### config.mk
export PLATFORM = sky130hd
export DESIGN_NAME = video_timing_measure
export DESIGN_NICKNAME = d
export VERILOG_FILES = /design/src/rtl/video_timing_measure.sv
export SDC_FILE = /design/constraint.sdc
export NUM_CORES = 1
export LEC_CHECK = 0
export BUFFER_PORTS_ARGS = -buffer_cell sky130_fd_sc_hd__buf_2
export CORE_ASPECT_RATIO = 1.25
export CORE_MARGIN = 2
export CORE_UTILIZATION = 60
export DETAILED_ROUTE_END_ITERATION = 6
export GPL_TIMING_DRIVEN = 0
export HOLD_SLACK_MARGIN = 0.06
export PLACE_DENSITY_LB_ADDON = 0.3
export SETUP_SLACK_MARGIN = 0.3
export SLEW_MARGIN = 20
export SYNTH_ARGS = -nofsm -noshare
export SYNTH_HDL_FRONTEND = slang
export SYNTH_SLANG_ARGS = --single-unit
### constraint.sdc
create_clock -name clk -period 5.95 [get_ports clk]
set_input_delay 0.8925 -clock clk [delete_from_list [all_inputs] [get_ports clk]]
set_output_delay 0.8925 -clock clk [all_outputs]
set_load 0.05 [all_outputs]
### src/rtl/video_timing_measure.sv
// -----------------------------------------------------------------------------
// video_timing_measure
//
// Measures active video geometry from pre-edge-detected sync pulses and a data
// enable. It counts pixels per line and lines per frame, and reports the
// geometry of the last closed frame. It locks once two consecutive frames
// measure the same non-zero geometry. It also reports a per-pixel coordinate
// stream.
//
// Ports
//   clk          single clock for all logic
//   rst_n        asynchronous active-low reset
//   enable       measurement enable; low forces IDLE on the next cycle
//   vs_pos       one-cycle vsync rising-edge pulse (frame close)
//   hs_pos       one-cycle hsync rising-edge pulse (line boundary)
//   de           data enable, aligned with the sync pulses
//   pix_valid    de delayed one cycle (outside IDLE)
//   pix_x/pix_y  column/row of the pixel qualified by pix_valid
//   h_active     active pixels per line of the last closed frame
//   v_active     active lines of the last closed frame
//   frame_start  one-cycle pulse the cycle after an accepted vs_pos
//   locked       geometry stable over consecutive frames
//   err          one-cycle pulse on a geometry change while locked
//   dbg_state    current FSM state encoding, for observation only
//
// Output qualification: pix_valid is a pure valid strobe with no ready. When
// it is high, pix_x/pix_y carry that pixel for exactly one cycle. When it is
// low, pix_x/pix_y hold their last value. There is no backpressure.
// -----------------------------------------------------------------------------
module video_timing_measure #(
   parameter int CW = 12
) (
   input  logic          clk,
   input  logic          rst_n,
   input  logic          enable,
   input  logic          vs_pos,
   input  logic          hs_pos,
   input  logic          de,
   output logic          pix_valid,
   output logic [CW-1:0] pix_x,
   output logic [CW-1:0] pix_y,
   output logic [CW-1:0] h_active,
   output logic [CW-1:0] v_active,
   output logic          frame_start,
   output logic          locked,
   output logic          err,
   output logic [2:0]    dbg_state
);

   typedef enum logic [2:0] {
      S_IDLE    = 3'd0,
      S_SEEK    = 3'd1,
      S_MEASURE = 3'd2,
      S_CHECK   = 3'd3,
      S_LOCKED  = 3'd4
   } state_t;

   localparam logic [CW-1:0] CNT_MAX = '1;

   function automatic logic [CW-1:0] sat_inc(input logic [CW-1:0] v);
      return (v == CNT_MAX) ? v : v + CW'(1);
   endfunction

   state_t        state, state_nxt;
   logic [CW-1:0] px, ln, last_h;
   logic [CW-1:0] ref_h, ref_v;

   // Stage 1: line boundary (hs_pos).
   logic [CW-1:0] px1, ln1, lh1;
   // Stage 2: frame close (vs_pos), after any same-cycle line boundary.
   logic [CW-1:0] px2, ln2, lh2;
   logic [CW-1:0] meas_h, meas_v;
   logic [CW-1:0] px_nxt;
   logic          geom_match;
   logic          run;

   logic          store_ref, load_active, err_nxt, fs_nxt;

   // Counters only run while enabled and out of IDLE. In IDLE they are held
   // clear, so anything seen there is ignored.
   assign run = enable && (state != S_IDLE);

   always_comb begin
      px1 = px;
      ln1 = ln;
      lh1 = last_h;
      if (hs_pos) begin
         if (px != '0) begin
            ln1 = sat_inc(ln);
            lh1 = px;
         end
         px1 = '0;
      end

      // A line still open at vsync counts as a full line of the frame.
      meas_h = lh1;
      meas_v = ln1;
      if (px1 != '0) begin
         meas_h = px1;
         meas_v = sat_inc(ln1);
      end

      px2 = px1;
      ln2 = ln1;
      lh2 = lh1;
      if (vs_pos) begin
         px2 = '0;
         ln2 = '0;
         lh2 = '0;
      end

      // A de on a boundary cycle is pixel 0 of the new line or frame.
      px_nxt = de ? sat_inc(px2) : px2;
   end

   assign geom_match = (meas_h == ref_h) && (meas_v == ref_v) &&
                       (meas_h != '0) && (meas_v != '0);

   always_comb begin
      state_nxt   = state;
      store_ref   = 1'b0;
      load_active = 1'b0;
      err_nxt     = 1'b0;
      fs_nxt      = 1'b0;
      if (!enable) begin
         state_nxt = S_IDLE;
      end else begin
         case (state)
            S_IDLE: state_nxt = S_SEEK;
            S_SEEK: begin
               if (vs_pos) begin
                  state_nxt = S_MEASURE;
                  fs_nxt    = 1'b1;
               end
            end
            S_MEASURE: begin
               if (vs_pos) begin
                  state_nxt   = S_CHECK;
                  fs_nxt      = 1'b1;
                  store_ref   = 1'b1;
                  load_active = 1'b1;
               end
            end
            S_CHECK: begin
               if (vs_pos) begin
                  fs_nxt      = 1'b1;
                  load_active = 1'b1;
                  if (geom_match) begin
                     state_nxt = S_LOCKED;
                  end else begin
                     store_ref = 1'b1;
                  end
               end
            end
            S_LOCKED: begin
               if (vs_pos) begin
                  fs_nxt      = 1'b1;
                  load_active = 1'b1;
                  if (!geom_match) begin
                     state_nxt = S_CHECK;
                     err_nxt   = 1'b1;
                     store_ref = 1'b1;
                  end
               end
            end
            default: state_nxt = S_IDLE;
         endcase
      end
   end

   always_ff @(posedge clk or negedge rst_n) begin
      if (!rst_n) begin
         state       <= S_IDLE;
         px          <= '0;
         ln          <= '0;
         last_h      <= '0;
         ref_h       <= '0;
         ref_v       <= '0;
         pix_valid   <= 1'b0;
         pix_x       <= '0;
         pix_y       <= '0;
         h_active    <= '0;
         v_active    <= '0;
         frame_start <= 1'b0;
         locked      <= 1'b0;
         err         <= 1'b0;
      end else begin
         state       <= state_nxt;
         locked      <= (state_nxt == S_LOCKED);
         err         <= err_nxt;
         frame_start <= fs_nxt;
         pix_valid   <= run && de;
         if (run) begin
            px     <= px_nxt;
            ln     <= ln2;
            last_h <= lh2;
            if (de) begin
               pix_x <= px2;
               pix_y <= ln2;
            end
         end else begin
            px     <= '0;
            ln     <= '0;
            last_h <= '0;
            ref_h  <= '0;
            ref_v  <= '0;
         end
         if (run && store_ref) begin
            ref_h <= meas_h;
            ref_v <= meas_v;
         end
         if (run && load_active) begin
            h_active <= meas_h;
            v_active <= meas_v;
         end
      end
   end

   assign dbg_state = state;

endmodule

==> summary.txt, run 1 <==
Layout
  • Area of the multi-input gates: between 3000 and 4000 µm²
  • Antenna diode count: 0
  • Share of cells above drive strength 1: 0.171
  • Register area: roughly 2900 µm²
  • Area grow syn2layout: 17.0%
  • Finished Core Util: 0.713
  • Final instance area: 7830 µm²
  • NumNets Final: roughly 860
  • # fillers: 916

GRT
  • GRT overflow: 0
  • Pin count of the biggest net entering global routing: 83
  • Vias in the first global route: approximately 6300
  • First-pass GRT wire length: 32100 µm
  • Global Route Usage Sum: 0.341
  • Initial antenna violation count: 0

Routing
  • DR iter-0 viols: 482
  • Total routed wirelength: 20000 µm
  • Final ANT Viol Nets: 0
  • Via count: ~6400
  • # DRC: 0
  • DR pass1 iterations: 6
  • Drt wl/cell: about 20 µm
  • Vias per Instance: about 6.5

Floorplan
  • Total die area: 12000 µm²
  • Die height: 122 µm
  • Initial Util: 0.609
  • CORE AREA: 11000 µm²
  • Width of the die: 98.4 µm
  • Std-Cell Rows: 43
  • Ports: 61

Power
  • LEAKAGE: 0.00336 µW
  • Pwr dens: 295 nW/µm²
  • Worst IR Drop VDD: 0.000206 V
  • Total power: 2310 µW

Worst setup path
  • Critical path launch point type: register
  • Max Fanout on Critical Path: 10
  • WP data required: 6220 ps
  • Crit. End Element: register
  • Crit path kind: reg -> reg
  • Crit path arrival time: ~5700 ps

Placement
  • Hpwl dp: 14800 µm
  • DP Area: 7190 µm²
  • IO buf count: 59
  • Routability cong.: 1.00

CTS
  • Worst-Skew Late Latency: 410 ps
  • Sink Count: 115
  • CTS buffer count: 17
  • # hold bufs at CTS: 0
  • CTS H-tree lvls: 4
  • Clk root buf: clkbuf_16
  • Clock Path Buffers: 2
  • CTS tree: done
  • Worst-path clk slew: approximately 50 ps

Yosys
  • Post-synthesis sequential area ratio: 0.430
  • Synth cell types: 79
  • YS warnings: 0
  • Most frequent cell after synthesis: dfrtp_1
  • Number of synthesized flops with an enable pin: 0
  • Area share of the largest cell type after synthesis: 0.430
  • Seq cells post-synth: between 100 and 150
  • Area contributors post-synth: dfrtp_1 (43%), nand2_1 (5.3%), o21ai_0 (4.5%)
  • Synth Net Count: 772
  • Post-synth ARST share: 1.00
  • Avg Inst Size Synth: roughly 8.8 µm²
  • Most frequent cells after synthesis: dfrtp_1 (115), nand2_1 (95), nor2_1 (73)
  • Top FF cell, synth: dfrtp_1
  • Mapped Area: ~6700 µm²
  • Post-synth top area cell: dfrtp_1
  • Synth Instances: approximately 760

STA
  • Period minus WS final: 5390 ps
  • Fmax: ~0.19 GHz
  • Slew Limit Fails: 0
  • Sum of negative setup slack: 0 ps
  • Worst clock skew: 7.86 ps
  • Worst Tran Pin Value: 1160 ps
  • WHS: 362 ps
  • Setup Viol. Count Final: 0
  • Final Hold Fails: 0
  • RSZ-0062 raised after global routing: no
  • Max-Slew Margin vs Limit: 0.217
  • Fin crit share: 0.905

Run
  • Max Cap Viol: 0

Min path
  • Hold Crit Class: in -> async

Status
  • Status: finished, final reports clean
[layer usage]
metal	track usage	vias up	part of all wire	wire length (µm)
met1	0.402	3147	0.37	7480
met4	0.189	0	0.049	989
met5	0	-	0	0
met3	0.0534	79	0.060	1190
li1	-	2932	-	-
met2	0.596	285	0.52	10400
[critical path: stages, from the launching register on]
cell	delay, ps
dfrtp_1	370
buf_6	140
or4_4	580
o41ai_4	410
buf_6	210
nor2_1	130
xnor2_2	420
inv_1	170
ha_2	250
nand2_1	150
nor3_2	80
nand2_2	160
or3_1	120
buf_4	130
nor3_2	70
or4_4	540
a221oi_4	360
and4_1	240
buf_4	150
a21oi_1	40
or4_1	530
[report_power, final]
part,switching (µW),internal [µW],total (µW),leakage [µW]
registers,37.5,841,878,0.00157
logic,372,134,506,0.00152
clock network,354,569,924,0.000264
total,764,1540,2310,0.00336
[flip-flops by register name (all words and copies together) (netlist names), 3 cells and up]
register	cells
v_active	12
dbg_state	3
px	12
h_active	12
pix_y	12
ref_v	12
ref_h	12
pix_x	12
ln	12
last_h	12
[kinds of logic after synthesis]
| kind of cell | synth area share |
|---|---|
| and+or+nand+nor | 0.259 |
| AOI/OAI and AO/OA | 0.204 |
| DFF | 0.430 |
| buffers and inverters | 0.0442 |
| xor gates and xnor gates | 0.0393 |
| muxes | 0.0168 |
| adders and majority gates | 0.00561 |
[worst paths after layout]
kind | from | end | slack [ps] | depth (start not counted)
worst max-delay path | px[9] | dbg_state[0] | 560 | 20
worst min-delay path | rst_n | v_active[8] | 360 | 1
worst max register to register | px[9] | dbg_state[0] | 560 | 20
worst min register to register | pix_x[0] | pix_x[0] | 470 | 2
max in group asynchronous | rst_n | px[10] | 4870 | 2
min in group clk | pix_x[0] | pix_x[0] | 470 | 2
[timing repair]
action / 4_1_cts / 5_1_grt
resized for setup: 5 / 6
buffers inserted: 2 / 4
gates cloned: 0 / 0
pin swaps: 2 / 2
setup endpoints to repair: 29 / 29
[stage by stage]
| stage | setup WS [ps] | std cells |
|---|---|---|
| finish | 565 | 995 |
| CTS | 340 | 991 |
| detailed placement | -257 | 958 |
| global route | 355 | 995 |
| floorplan | 1040 | 763 |
| global placement | -199 | 957 |
[final cells by class]
| cell class | count | area share |
|---|---|---|
| clock inverter | 9 | 0.00719 |
| buffer | 48 | 0.0289 |
| multi-input combinational | 580 | 0.455 |
| inverter | 20 | 0.00959 |
| clock buffer | 22 | 0.0619 |
| sequential | 115 | 0.368 |
| tap | 135 | 0.0216 |
| timing repair buffer | 66 | 0.0478 |
[placed cells by master, fill, tap and decap left out, types with 15 or more instances in the layout]
master,netlist,layout
nand2_1,95,94
nor3_1,31,28
buf_2,8,65
clkbuf_16,0,17
a21oi_1,47,46
clkbuf_1,30,31
nand3_1,25,25
xnor2_1,23,22
nor3b_1,16,16
o21ai_0,60,60
nor2_1,73,73
inv_1,19,19
nand4_1,15,15
dfrtp_1,115,115
Note: power is estimated with default switching activity, not from simulation.
==> run 2, diff against run 1 <==
Settings changed: CORE_UTILIZATION 60 to 35, CTS_CLUSTER_DIAMETER set to 30, RECOVER_POWER set to 100.
==> run 2 against run 1 <==
The flow now finishes with violations (capacitance limit, slew limit). Die area grew 68%. Setup slack worse by 150 ps. Cell count increased by 9.3%. Sequential power barely moved. Maximum frequency is 2.8% lower. Largest power group unchanged. Utilization shrank 30 points. Via count decreased by 3.4%. First-iteration DRC count up 20%.
==> summary.txt, run 2 (same netlist as run 1, synthesis figures left out) <==
Worst setup path
  • Cell mode on critical path: buf_4
  • Crit path kind: reg -> reg
  • Critical path launch point type: register
  • Worst reg2reg path depth: 20 (unchanged)
  • Critical-path top delay cell: or4_1
  • RR Startpoint: px[0]
  • WP data required: 6230 ps (about the same)
  • Crit path buffers/inverters: 5 (unchanged)
  • Flop2flop setup slack: 410 ps (-150 ps)
  • CP top delay family: simple AND/OR/NAND/NOR gates
  • Max Fanout on Critical Path: 10 (unchanged)
  • Slowest stage delay, CP: 610 ps (+30 ps)
  • Crit path arrival time: 5820 ps (+160 ps)
  • Crit. End Element: register
  • RR Endpoint: dbg_state[0]
  • Crit-path cells: buf_2, or4_1, o41ai_4, buf_4, nor2_1, xnor2_2, inv_1, ha_1, nand2_1, nor3_2, nand2_1, or3_1, buf_4, nor3_1, or4_4, a221oi_4, and4_1, buf_4, a21oi_1, or4_1

CTS
  • Worst-path clk slew: 60 ps (about the same)
  • CTS tree: done
  • Clk root buf: clkbuf_16
  • Clock Path Buffers: 2 (unchanged)
  • Sink Count: 115 (unchanged)
  • # hold bufs at CTS: 0 (unchanged)
  • CTS H-tree lvls: 4 (unchanged)
  • CTS buffer count: 17 (unchanged)
  • Worst-Skew Late Latency: 410 ps (about the same)

GRT
  • Pin count of the biggest net entering global routing: 74 (-11%)
  • Global Route Usage Sum: 0.201 (-0.141)
  • First-pass GRT wire length: 31900 µm (-0.90%)
  • Initial antenna violation count: 0 (unchanged)
  • Vias in the first global route: 6079 (-4.2%)
  • GRT overflow: 0 (unchanged)

Layout
  • Antenna diode count: 0 (unchanged)
  • NumNets Final: 853 (-0.47%)
  • Commonest non-fill, non-tap cell in the layout: dfrtp_1
  • Non-filler cells, final: 1088 (+9.3%)
  • Commonest cells after routing, fill and taps aside: dfrtp_1 (115), nand2_1 (95), clkbuf_1 (92)
  • Area grow syn2layout: 16.4%
  • Share of cells above drive strength 1: 0.0911 (-0.0798)

Floorplan
  • Width of the die: 128 µm (+30%)
  • Total die area: 20200 µm² (+68%)
  • Die height: 159 µm (+30%)
  • CORE AREA: 18800 µm² (+71%)
  • Ports: 61 (unchanged)
  • Initial Util: 0.356 (-0.253)
  • Std-Cell Rows: 56 (+30%)

Placement
  • Hpwl dp: 14300 µm (-3.3%)
  • IO buf count: 59 (unchanged)
  • Routability cong.: 0.902 (-9.9%)
  • Post-Place Cells: 1055 (+10%)

STA
  • Worst clock skew: 8.60 ps (+0.733 ps)
  • Worst Tran Pin Value: 2220 ps (+1060 ps)
  • WHS: 474 ps (+112 ps)
  • Fmax: 0.181 GHz (-2.8%)
  • Period minus WS final: 5540 ps (+152 ps)
  • Setup Viol. Count Final: 0 (unchanged)
  • Slew Limit Fails: 118 (+118)
  • RSZ-0062 raised after global routing: no
  • Fin crit share: 0.931 (+0.0256)
  • Max-Slew Margin vs Limit: -0.480 (-0.697)
  • Final Hold Fails: 0 (unchanged)

Min path
  • Hold depth: 2
  • HP Start: pix_x[4]
  • Hold Crit Class: reg -> reg
  • WHS Endpoint: pix_x[4]

Run
  • Max Cap Viol: 2 (+2)

Power
  • Pwr dens: 296 nW/µm² (+0.52%)
  • LEAKAGE: 0.00307 µW (-8.6%)
  • Worst IR Drop VDD: 0.000171 V (-17%)

Routing
  • Drt wl/cell: 18.1 µm (-10%)
  • Final ANT Viol Nets: 0 (unchanged)
  • # DRC: 0 (unchanged)
  • Total routed wirelength: 19700 µm (-1.6%)
  • Via count: 6221 (-3.4%)
  • DR pass1 iterations: 5 (-1)
  • DR iter-0 viols: 580 (+20%)
  • Vias per Instance: 5.72 (-12%)

Status
  • Status: finished, violations left
  • Failing checks: capacitance limit, slew limit
-- run 2: worst max path at each step --
stage | slack [ps] | cells after the start | endpoint | startpoint
final | 410 | 20 | dbg_state[0] | px[0]
after global routing | 160 | 20 | ref_h[10] | px[0]
after CTS | 350 | 20 | ref_h[9] | px[0]
after detailed placement | -70 | 18 | dbg_state[0] | hs_pos
after global placement | -90 | 18 | dbg_state[0] | hs_pos
after floorplan | 1040 | 20 | dbg_state[0] | px[9]
-- run 2: timing repair --
item,in CTS,in global routing
gates resized for setup,4,11
setup endpoints to repair,26,29
buffers inserted,2,0
pin swaps,2,0
-- run 2: cell type report --
| class | instances | area, µm² |
|---|---|---|
| fill | 1909 | 11000 |
| multi-input combinational | 580 | 3540 |
| sequential | 115 | 2880 |
| clock buffer | 21 | 460 |
| tap | 232 | 290 |
| timing repair buffer | 62 | 244 |
| buffer | 48 | 216 |
| clock inverter | 10 | 85.1 |
| inverter | 20 | 75.1 |
-- run 2: metrics by stage --
step | total power [µW] | setup TNS [ps] | setup slack [ps] | util | cell area (µm²)
final | 2310 | 0 | 412 | 0.415 | 7780
after global routing | 2410 | 0 | 162 | 0.415 | 7780
after CTS | 2340 | 0 | 346 | 0.420 | 7890
after detailed placement | 1380 | -397 | -70.7 | 0.389 | 7310
after global placement | 1380 | -490 | -87.3 | 0.387 | 7270
after floorplan | 1250 | 0 | 1040 | - | 6690
-- run 2: layer usage --
metal,track usage,wire length (µm),share of wire
met1,0.236,8000,0.41
met2,0.360,10500,0.53
met3,0.0279,623,0.032
met4,0.0963,602,0.031
met5,0,0,0
-- run 2: worst min-delay path, cell delays in order (launching register included) --
cell and delay, ps:
dfrtp_1 340, nand2_1 40, o21ai_0 60
-- run 2: report_power, final --
group / switching [µW] / total, µW / internal [µW]
Clock: 364 / 953 / 589
Sequential: 37.1 / 878 / 841
Combinational: 363 / 477 / 114
==> run 3, diff against run 2 <==
Settings changed: PLACE_DENSITY_LB_ADDON 0.3 to not set.
==> run 3 against run 2 <==
The flow still finishes with violations (capacitance limit, slew limit). Power increased by 4.8%. Utilization increased by 0.34 points. Routed wire length increased by 1.8%.
==> summary.txt, run 3 (same netlist as run 1, synthesis figures left out) <==
Worst setup path
  • Crit. End Element: register
  • Critical path launch point type: primary input
  • Worst reg2reg path depth: 20 (unchanged)
  • Critical Path Sink: dbg_state[0]
  • Cell mode on critical path: nand2_1
  • RR Endpoint: dbg_state[0]
  • Crit-path cells: clkbuf_1, inv_1, a41oi_2, nand2_1, nand2_1, nand2_1, ha_1, nand2_1, nor3_2, nand2_1, or3_1, buf_4, nor3_1, or4_4, a221oi_4, and4_1, buf_4, a21oi_1, or4_1
  • CP startpoint: hs_pos
  • Slowest stage delay, CP: 540 ps (-70 ps)
  • Max Fanout on Critical Path: 10 (unchanged)
  • Crit path kind: in -> reg
  • Crit path arrival time: 5880 ps (+60 ps)
  • Critical-path top delay cell: a41oi_2
  • WP data required: 6230 ps (about the same)
  • Flop2flop setup slack: 430 ps (+20 ps)
  • RR Startpoint: px[0]

Layout
  • NumNets Final: 854 (+0.12%)
  • Commonest non-fill, non-tap cell in the layout: dfrtp_1
  • Share of cells above drive strength 1: 0.0921 (+0.000953)
  • Antenna diode count: 0 (unchanged)
  • Finished Core Util: 0.418 (+0.00340)
  • Area grow syn2layout: 17.4%
  • # fillers: 1912 (+0.16%)
  • Commonest cells after routing, fill and taps aside: dfrtp_1 (115), nand2_1 (95), clkbuf_1 (94)

CTS
  • CTS tree: done
  • Sink Count: 115 (unchanged)
  • Clk root buf: clkbuf_16
  • Clock Path Buffers: 2 (unchanged)
  • Worst-Skew Late Latency: 410 ps (about the same)
  • CTS buffer count: 17 (unchanged)
  • # hold bufs at CTS: 0 (unchanged)
  • Worst-path clk slew: 60 ps (about the same)
  • CTS H-tree lvls: 4 (unchanged)

Routing
  • # DRC: 0 (unchanged)
  • Drt wl/cell: 18.4 µm (+1.7%)
  • Via count: 6202 (-0.31%)
  • DR pass1 iterations: 7 (+2)
  • DR iter-0 viols: 563 (-2.9%)
  • Vias per Instance: 5.69 (-0.49%)
  • Final ANT Viol Nets: 0 (unchanged)
  • Total routed wirelength: 20100 µm (+1.8%)

Power
  • P_int: 1640 µW (+6.0%)
  • Pwr dens: 308 nW/µm² (+3.9%)
  • LEAKAGE: 0.00311 µW (+1.3%)
  • Total power: 2420 µW (+4.8%)
  • Worst IR Drop VDD: 0.000174 V (+1.9%)
  • Sw Pwr: 782 µW (+2.3%)
  • Combinational share of power: 0.197 (-0.010)
  • Reg power frac: 0.363 (-0.017)
  • Sw frac: 0.323 (-0.00774)
  • Clk pwr share: 0.440 (+0.027)

Floorplan
  • Width of the die: 128 µm (unchanged)
  • Initial Util: 0.356 (unchanged)
  • Die height: 159 µm (unchanged)
  • Total die area: 20200 µm² (unchanged)
  • Ports: 61 (unchanged)
  • Std-Cell Rows: 56 (unchanged)
  • CORE AREA: 18800 µm² (unchanged)

Placement
  • Pre-CTS setup slack: -16.5 ps (+54.2 ps)
  • IO buf count: 59 (unchanged)
  • Hpwl dp: 14500 µm (+1.3%)
  • Routability cong.: 0.921 (+2.1%)

STA
  • Slew Limit Fails: 118 (unchanged)
  • WHS: 476 ps (+1.84 ps)
  • Max-Slew Margin vs Limit: -0.424 (+0.0559)
  • RSZ-0062 raised after global routing: yes
  • Setup Viol. Count Final: 0 (unchanged)
  • Fmax: 0.179 GHz (-1.0%)
  • Fin crit share: 0.940 (+0.00954)
  • Worst clock skew: 8.24 ps (-0.355 ps)
  • Worst Tran Pin Value: 2140 ps (-83.9 ps)
  • Final Hold Fails: 0 (unchanged)
  • Final worst setup slack: 356 ps (-56.8 ps)
  • Period minus WS final: 5590 ps (+56.8 ps)

Min path
  • Hold Crit Class: reg -> reg

GRT
  • Vias in the first global route: 6007 (-1.2%)
  • First-pass GRT wire length: 32100 µm (+0.89%)
  • Initial antenna violation count: 0 (unchanged)
  • Global Route Usage Sum: 0.204 (+0.00335)
  • GRT overflow: 0 (unchanged)
  • Pin count of the biggest net entering global routing: 77 (+4.1%)

Status
  • Failing checks: capacitance limit, slew limit
  • Status: finished, violations left

Run
  • Max Cap Viol: 2 (unchanged)
[run 3: changes by cell type in the layout (fill, tap and decap cells not counted), sizes merged]
cell,before,now
bufinv,1,3
buf,16,17
clkbuf,115,114
[run 3: layer usage]
layer	part of all wire	track usage	wire length (µm)
met5	0	0	0
met4	0.040	0.115	813
met3	0.028	0.0249	565
met2	0.52	0.361	10500
met1	0.41	0.239	8180
[run 3: worst min path at each step]
| stage | start | endpoint | slack [ps] | cells past startpoint |
|---|---|---|---|---|
| CTS | rst_n | pix_x[7] | 390 | 1 |
| global route | v_active[4] | v_active[4] | 500 | 2 |
| global placement | v_active[8] | v_active[8] | 460 | 2 |
| finish | pix_x[0] | pix_x[0] | 480 | 2 |
| detailed placement | pix_x[3] | pix_x[3] | 470 | 2 |
| floorplan | last_h[5] | last_h[5] | 510 | 2 |
[run 3: critical path, delay by kind of cell]
family	cells	cell delay, ps
fa+ha+maj	1	340
buf+inv	4	1020
simple gates	11	2640
compound gates	3	960
[run 3: area by class of cell]
class | instances | area [µm²] | share of cell area
Multi-Input combinational cell | 580 | 3520 | 0.449
Sequential cell | 115 | 2880 | 0.367
Clock buffer | 20 | 457 | 0.0582
Tap cell | 232 | 290 | 0.0370
Timing Repair Buffer | 63 | 248 | 0.0316
Buffer | 48 | 220 | 0.0281
Clock inverter | 12 | 156 | 0.0199
Inverter | 20 | 75.1 | 0.00956
[run 3: power by group through the flow]
stage	combinational, µW	clock, µW	sequential (µW)
global route	520	1120	887
finish	476	1060	879
CTS	495	1080	877
floorplan	193	0	1050
global placement	487	0	890
detailed placement	489	0	891
[run 3: what timing repair did]
item / 4_1_cts / 5_1_grt
buffers inserted: 3 / 0
gates resized for setup: 4 / 11
pin swaps: 2 / 1
endpoints found under the setup margin: 26 / 26
[run 3: stage by stage]
stage               setup TNS, ps  area, µm²  std cells
floorplan                       0       6690        763
global placement             -417       7270       1054
detailed placement          -68.7       7310       1055
CTS                             0       7960       1090
global route                    0       7850       1090
finish                          0       7850       1090
